[src/rtl/spi_3wire_peripheral.sv]
// Target end of the 3-wire half-duplex SPI link: oversamples SCK/CS/DIO on clk,
// collects write bytes, then drives response bytes after a programmed turnaround.
module spi_3wire_peripheral #(
    parameter int RX_BYTES    = 8,
    parameter int TX_BYTES    = 4,
    parameter int RX_SZ       = $clog2(RX_BYTES + 1),
    parameter int TX_SZ       = $clog2(TX_BYTES + 1),
    parameter bit LSB_FIRST   = 1'b0,
    parameter int SYNC_STAGES = 2
) (
    input  logic                  clk,
    input  logic                  reset,
    input  logic                  sck,
    input  logic                  cs_n,
    input  logic                  dio_i,
    output logic                  dio_o,
    output logic                  dio_e,
    input  logic [RX_SZ-1:0]      turnaround,
    input  logic [TX_SZ-1:0]      tx_count,
    input  logic [8*TX_BYTES-1:0] tx_data,
    output logic [7:0]            rx_byte,
    output logic                  rx_byte_valid,
    output logic [8*RX_BYTES-1:0] rx_data,
    output logic [RX_SZ-1:0]      rx_len,
    output logic                  frame_done,
    output logic                  rx_overflow,
    output logic                  rx_partial,
    output logic                  busy
);
    // state | meaning
    // IDLE  | waiting for a fresh CS fall
    // RX    | shifting in controller write bytes
    // TX    | driving response bytes on the shared line
    // HOLD  | response done, line released, waiting for CS rise
    typedef enum logic [1:0] {IDLE, RX, TX, HOLD} state_t;

    localparam logic [RX_SZ-1:0] RX_MAX = RX_SZ'(RX_BYTES);

    logic [SYNC_STAGES-1:0] sck_sync_q, cs_sync_q, dio_sync_q;
    logic                   sck_prev_q, cs_prev_q;
    logic                   sck_s, cs_s, dio_s;
    logic                   sck_rise, sck_fall, cs_fall, cs_rise;

    // cs resets to "asserted" so a CS already low at reset release never looks like a fresh fall
    always_ff @(posedge clk) begin
        if (reset) begin
            sck_sync_q <= '1;
            cs_sync_q  <= '0;
            dio_sync_q <= '0;
            sck_prev_q <= 1'b1;
            cs_prev_q  <= 1'b0;
        end else begin
            sck_sync_q <= {sck_sync_q[SYNC_STAGES-2:0], sck};
            cs_sync_q  <= {cs_sync_q[SYNC_STAGES-2:0], cs_n};
            dio_sync_q <= {dio_sync_q[SYNC_STAGES-2:0], dio_i};
            sck_prev_q <= sck_s;
            cs_prev_q  <= cs_s;
        end
    end

    assign sck_s    = sck_sync_q[SYNC_STAGES-1];
    assign cs_s     = cs_sync_q[SYNC_STAGES-1];
    assign dio_s    = dio_sync_q[SYNC_STAGES-1];
    assign sck_rise = sck_s & ~sck_prev_q;
    assign sck_fall = ~sck_s & sck_prev_q;
    assign cs_fall  = ~cs_s & cs_prev_q;
    assign cs_rise  = cs_s & ~cs_prev_q;

    state_t                state_q, state_d;
    logic [RX_SZ-1:0]      ta_q, ta_d, rx_cnt_q, rx_cnt_d, rx_len_q, rx_len_d;
    logic [TX_SZ-1:0]      txc_q, txc_d, tx_idx_q, tx_idx_d;
    logic [2:0]            bit_cnt_q, bit_cnt_d;
    logic [7:0]            shift_q, shift_d, rx_byte_q, rx_byte_d;
    logic [8*RX_BYTES-1:0] rx_data_q, rx_data_d;
    logic [8*TX_BYTES-1:0] tx_buf_q, tx_buf_d;
    logic                  tx_loaded_q, tx_loaded_d;
    logic                  rx_valid_q, rx_valid_d, frame_done_q, frame_done_d;
    logic                  ovf_q, ovf_d, partial_q, partial_d, busy_q, busy_d;
    logic                  dio_o_q, dio_o_d, dio_e_q, dio_e_d;

    logic [7:0]       shifted, cur_buf, cur_in;
    logic [RX_SZ-1:0] rx_cnt_nxt;
    logic [2:0]       bit_pos;

    always_ff @(posedge clk) begin
        if (reset) state_q <= IDLE;
        else       state_q <= state_d;
    end

    always_comb begin
        state_d      = state_q;
        ta_d         = ta_q;
        txc_d        = txc_q;
        rx_cnt_d     = rx_cnt_q;
        rx_len_d     = rx_len_q;
        tx_idx_d     = tx_idx_q;
        bit_cnt_d    = bit_cnt_q;
        shift_d      = shift_q;
        rx_byte_d    = rx_byte_q;
        rx_data_d    = rx_data_q;
        tx_buf_d     = tx_buf_q;
        tx_loaded_d  = tx_loaded_q;
        ovf_d        = ovf_q;
        partial_d    = partial_q;
        busy_d       = busy_q;
        dio_o_d      = dio_o_q;
        dio_e_d      = dio_e_q;
        rx_valid_d   = 1'b0;
        frame_done_d = 1'b0;

        shifted    = LSB_FIRST ? {dio_s, shift_q[7:1]} : {shift_q[6:0], dio_s};
        rx_cnt_nxt = (rx_cnt_q == '1) ? rx_cnt_q : rx_cnt_q + 1'b1;
        bit_pos    = LSB_FIRST ? bit_cnt_q : 3'd7 - bit_cnt_q;
        cur_buf    = 8'h00;
        cur_in     = 8'h00;
        for (int i = 0; i < TX_BYTES; i++) begin
            if (TX_SZ'(i) == tx_idx_q) begin
                cur_buf = tx_buf_q[8*i +: 8];
                cur_in  = tx_data[8*i +: 8];
            end
        end

        // CS rise outranks any SCK edge detected in the same cycle
        if (state_q != IDLE && cs_rise) begin
            dio_e_d      = 1'b0;
            busy_d       = 1'b0;
            frame_done_d = 1'b1;
            if (state_q == RX && bit_cnt_q != 3'd0) partial_d = 1'b1;
            state_d = IDLE;
        end else begin
            unique case (state_q)
                IDLE: begin
                    if (cs_fall) begin
                        ta_d      = turnaround;
                        txc_d     = tx_count;
                        rx_len_d  = '0;
                        rx_cnt_d  = '0;
                        ovf_d     = 1'b0;
                        partial_d = 1'b0;
                        bit_cnt_d = 3'd0;
                        busy_d    = 1'b1;
                        state_d   = RX;
                    end
                end
                RX: begin
                    if (sck_rise) begin
                        shift_d   = shifted;
                        bit_cnt_d = bit_cnt_q + 3'd1;
                        if (bit_cnt_q == 3'd7) begin
                            rx_byte_d  = shifted;
                            rx_valid_d = 1'b1;
                            rx_cnt_d   = rx_cnt_nxt;
                            if (rx_len_q < RX_MAX) begin
                                for (int i = 0; i < RX_BYTES; i++)
                                    if (RX_SZ'(i) == rx_len_q) rx_data_d[8*i +: 8] = shifted;
                                rx_len_d = rx_len_q + 1'b1;
                            end else begin
                                ovf_d = 1'b1;
                            end
                            if (ta_q != '0 && rx_cnt_nxt == ta_q) begin
                                tx_idx_d    = '0;
                                tx_loaded_d = 1'b0;
                                state_d     = (txc_q == '0) ? HOLD : TX;
                            end
                        end
                    end
                end
                TX: begin
                    if (sck_fall) begin
                        if (!tx_loaded_q) begin
                            tx_buf_d    = tx_data;
                            tx_loaded_d = 1'b1;
                            dio_o_d     = cur_in[bit_pos];
                        end else begin
                            dio_o_d = cur_buf[bit_pos];
                        end
                        dio_e_d = 1'b1;
                    end
                    if (sck_rise) begin
                        bit_cnt_d = bit_cnt_q + 3'd1;
                        if (bit_cnt_q == 3'd7) begin
                            tx_idx_d = tx_idx_q + 1'b1;
                            if (tx_idx_q == txc_q - 1'b1) begin
                                dio_e_d = 1'b0;
                                state_d = HOLD;
                            end
                        end
                    end
                end
                HOLD: ;
                default: state_d = IDLE;
            endcase
        end
    end

    always_ff @(posedge clk) begin
        if (reset) begin
            ta_q         <= '0;
            txc_q        <= '0;
            rx_cnt_q     <= '0;
            rx_len_q     <= '0;
            tx_idx_q     <= '0;
            bit_cnt_q    <= '0;
            shift_q      <= '0;
            rx_byte_q    <= '0;
            rx_data_q    <= '0;
            tx_buf_q     <= '0;
            tx_loaded_q  <= 1'b0;
            rx_valid_q   <= 1'b0;
            frame_done_q <= 1'b0;
            ovf_q        <= 1'b0;
            partial_q    <= 1'b0;
            busy_q       <= 1'b0;
            dio_o_q      <= 1'b1;
            dio_e_q      <= 1'b0;
        end else begin
            ta_q         <= ta_d;
            txc_q        <= txc_d;
            rx_cnt_q     <= rx_cnt_d;
            rx_len_q     <= rx_len_d;
            tx_idx_q     <= tx_idx_d;
            bit_cnt_q    <= bit_cnt_d;
            shift_q      <= shift_d;
            rx_byte_q    <= rx_byte_d;
            rx_data_q    <= rx_data_d;
            tx_buf_q     <= tx_buf_d;
            tx_loaded_q  <= tx_loaded_d;
            rx_valid_q   <= rx_valid_d;
            frame_done_q <= frame_done_d;
            ovf_q        <= ovf_d;
            partial_q    <= partial_d;
            busy_q       <= busy_d;
            dio_o_q      <= dio_o_d;
            dio_e_q      <= dio_e_d;
        end
    end

    assign dio_o         = dio_o_q;
    assign dio_e         = dio_e_q;
    assign rx_byte       = rx_byte_q;
    assign rx_byte_valid = rx_valid_q;
    assign rx_data       = rx_data_q;
    assign rx_len        = rx_len_q;
    assign frame_done    = frame_done_q;
    assign rx_overflow   = ovf_q;
    assign rx_partial    = partial_q;
    assign busy          = busy_q;
endmodule

[config.mk]
export PLATFORM = sky130hd
export DESIGN_NAME = spi_3wire_peripheral
export DESIGN_NICKNAME = d
export VERILOG_FILES = /design/src/rtl/spi_3wire_peripheral.sv
export SDC_FILE = /design/constraint.sdc
export NUM_CORES = 1
export LEC_CHECK = 0
export ABC_AREA = 1
export ABC_CLOCK_PERIOD_IN_PS = 2110
export CORE_MARGIN = 4
export CORE_UTILIZATION = 47
export CTS_CLUSTER_SIZE = 12
export DETAILED_ROUTE_END_ITERATION = 10
export PLACE_DENSITY = 0.74
export SYNTH_ARGS = -nofsm -noshare
export SYNTH_HDL_FRONTEND = slang
export SYNTH_SLANG_ARGS = --single-unit
[constraint.sdc]
create_clock -name clk -period 2.11 [get_ports clk]
set_clock_uncertainty 0.2 [all_clocks]
set_input_delay 0.3165 -clock clk [delete_from_list [all_inputs] [get_ports clk]]
set_output_delay 0.3165 -clock clk [all_outputs]
set_load 0.01 [all_outputs]
==> impl_metrics.json <==
{
  "grt_pass1_vias": 6233,
  "min_path_type": "reg -> reg",
  "antenna_found_initial": 0,
  "top_level_ports": 127,
  "setup_violations": 0,
  "crit_arrival_ns": 2.16,
  "cts.sinks": 150,
  "clk_pin_slew_ns": 0.06,
  "dr_total_vias": 6613,
  "worstPathMaxFanout": 2,
  "synth.mux.area_fraction_pct": 0,
  "grt_pass1_wl_um": 30620,
  "gr-total-overflow": 0,
  "fin_crit_sh_pct": 96.81,
  "critPathLaunchType": "register",
  "rows": 43,
  "cp.required_ns": 2.23,
  "ys_warn_count": 0,
  "drtAntennaViolNets": 0,
  "synth.distinct_cells": 30,
  "synthToLayoutAreaGrowth_pct": 38.66,
  "outcome": "completed",
  "synth_seq_area_share_pct": 44.52,
  "rsz0062_at_grt": "true",
  "drive_above_1_share_pct": 13.70,
  "dp_worst_setup_slack_ns": -0.1331,
  "synth_top_family_by_area": "simple AND/OR/NAND/NOR gates",
  "die_area_mm2": 0.01633,
  "final_common_cell": "nor2_1",
  "die_w_um": 127.8,
  "fin_crit_ns": 2.043,
  "synthCells": 962,
  "grt_max_degree": 73,
  "tightestPinTransition_ns": 0.6542,
  "wl_per_cell_um": 14.78,
  "dp_hpwl_um": 13050,
  "fin_area_mm2": 0.009353,
  "cts_tree": "yes",
  "ff2ff_setup_slack_ns": 0.07,
  "routabilityCongestion": 0.9515,
  "fin_nets": 1180,
  "clk_latency_ns": 0.42,
  "placed_area_mm2": 0.008444,
  "track_usage_pct": 23.15,
  "drt-pass1-iter-count": 5,
  "coreArea_mm2": 0.01399,
  "min_from": "sck_sync_q[0]",
  "diodes": 0,
  "vias_per_cell": 5.044,
  "min_to": "sck_sync_q[1]",
  "worst_slack_ns": 0.06728,
  "numCtsBuffers": 17,
  "r2r-start": "txc_q[0]",
  "synthAdderAreaFrac_pct": 3.339,
  "path_class": "reg -> reg",
  "layout_common_cells": "nor2_1 (219), nand2_1 (160), dfxtp_1 (141), clkdlybuf4s50_1 (126), o21ai_0 (114)",
  "syn-cell-area_mm2": 0.006745,
  "synth_nets": 1024,
  "clock-root-buffer": "clkbuf_16",
  "drc": 0,
  "ys_ff_latch": 150,
  "synth.avg_cell_area_um2": 7.012,
  "maxSlewViolCount": 0,
  "power_leakage_nw": 4.156,
  "routed_wl_um": 19380,
  "synth_compound_area_share_pct": 15.08,
  "maxCapViolCount": 0,
  "port_buffers": 126,
  "relSlewSlack_pct": 56.33,
  "hold_viol": 0,
  "cts_max_level": 4,
  "max_freq_ghz": 0.4895,
  "irDropWorstVdd_mv": 0.7125,
  "hold_depth": 1,
  "end_kind": "register",
  "p_per_area_mw_per_mm2": 976.0,
  "synth_xor_area_share_pct": 0.6492,
  "reg2reg_to": "state_q[0]",
  "postCtsHoldBufs": 0,
  "clock_path_buffers": 2,
  "fin_util_pct": 66.86,
  "drtIter0Drc": 493,
  "die_h_um": 127.8,
  "start_util_pct": 48.22,
  "yosys.area_share.simple_pct": 28.14,
  "r2r_cells": 11
}
==> area by class of cell <==
cell class / count / area, um^2
fill: 1217 / 4636
clock buffer: 21 / 470.5
tap: 180 / 225.2
inverter: 103 / 397.9
clock inverter: 11 / 136.4
sequential: 150 / 3014
timing repair buffer: 178 / 1753
multi-input combinational: 668 / 3356
==> critical path, stage by stage (launching register included) <==
cell,delay (ns)
dfxtp_2,0.33
inv_2,0.05
ha_4,0.15
ha_4,0.25
xor2_1,0.13
nand4_1,0.18
nand2_1,0.10
o21ai_1,0.06
nor2_1,0.16
nand3_1,0.13
nor2_1,0.14
nor2_1,0.05
==> worst max-delay path by stage <==
stage	startpoint	to	cells after the start
6_report	txc_q[0]	state_q[0]	11
5_1_grt	bit_cnt_q[1]	rx_len[2]	12
4_1_cts	state_q[0]	tx_buf_q[18]	10
3_5_place_dp	tx_idx_q[0]	dio_o	13
3_3_place_gp	tx_idx_q[0]	dio_o	13
2_1_floorplan	state_q[1]	rx_data[42]	11
==> what timing repair did <==
item	in CTS	in global routing
gates resized for setup	7	63
pin swaps	1	13
buffers inserted	2	6
cloned	0	1
setup endpoints to repair	17	76
==> cell families (layout without fill, tap and decap cells) <==
kind of cell,after synthesis,in the layout
simple gates,450,450
compound gates,195,195
flops,150,150
buf+inv,144,313
fa+ha+maj,18,18
xor+xnor,5,5
==> stage by stage <==
stage	hold WS, ns	power (W)	cells	TNS, ns
after floorplan	0.1883	0.004940	962	-0.5338
after global placement	0.1892	0.005764	1270	-0.2467
after detailed placement	0.1945	0.005781	1270	-0.3603
after CTS	0.2091	0.008914	1304	0
after global routing	0.2269	0.009655	1311	-0.1473
final	0.2085	0.009128	1311	0
==> power breakdown <==
| group | leakage, nW | internal [W] | total [W] | switching [W] |
|---|---|---|---|---|
| registers | 1.22 | 0.00300 | 0.00316 | 0.000163 |
| clock network | 0.292 | 0.00186 | 0.00311 | 0.00125 |
| logic | 2.65 | 0.00115 | 0.00286 | 0.00171 |
| total | 4.16 | 0.00601 | 0.00913 | 0.00312 |
==> synth_stat cells <==
cell,number,area share (%)
nor2_1,227,13
nand2_1,163,9.1
dfxtp_1,150,45
o21ai_0,126,9.3
inv_1,97,5.4
a21oi_1,54,4.0
clkbuf_1,37,2.1
nand3_1,33,2.4
ha_1,18,3.3
a211oi_1,9,1.0
nor3_4,9,2.2
or2_2,6,0.56
inv_2,5,0.28
nand4_1,4,0.37
xor2_1,4,0.52
buf_2,2,0.15
buf_6,2,0.33
nand2_2,2,0.19
nor3_1,2,0.15
nor4_1,2,0.19
a21boi_0,1,0.11
a32o_1,1,0.15
clkinv_1,1,0.056
nand3_4,1,0.26
nand3b_1,1,0.11
o2111a_1,1,0.17
o211ai_1,1,0.11
o21a_1,1,0.11
o21ai_1,1,0.074
xnor2_1,1,0.13
==> layer usage <==
layer | vias up | track usage (%) | routed length (um)
met2 | 220 | 37.09 | 9144
met1 | 2990 | 30.16 | 8469
met3 | 32 | 6.917 | 1446
met4 | 0 | 7.116 | 318
li1 | 3371 | - | -
met5 | - | 0 | 0
==> state kept, by name (all words and copies together), names as in the netlist, 3 cells and up <==
signal and flops:
bit_cnt_q 3, rx_byte 8, rx_cnt_q 4, rx_data 64, rx_len 4, shift_q 7, ta_q 4, tx_buf_q 32
tx_idx_q 3, txc_q 3
(Power assumes the default switching activity.)
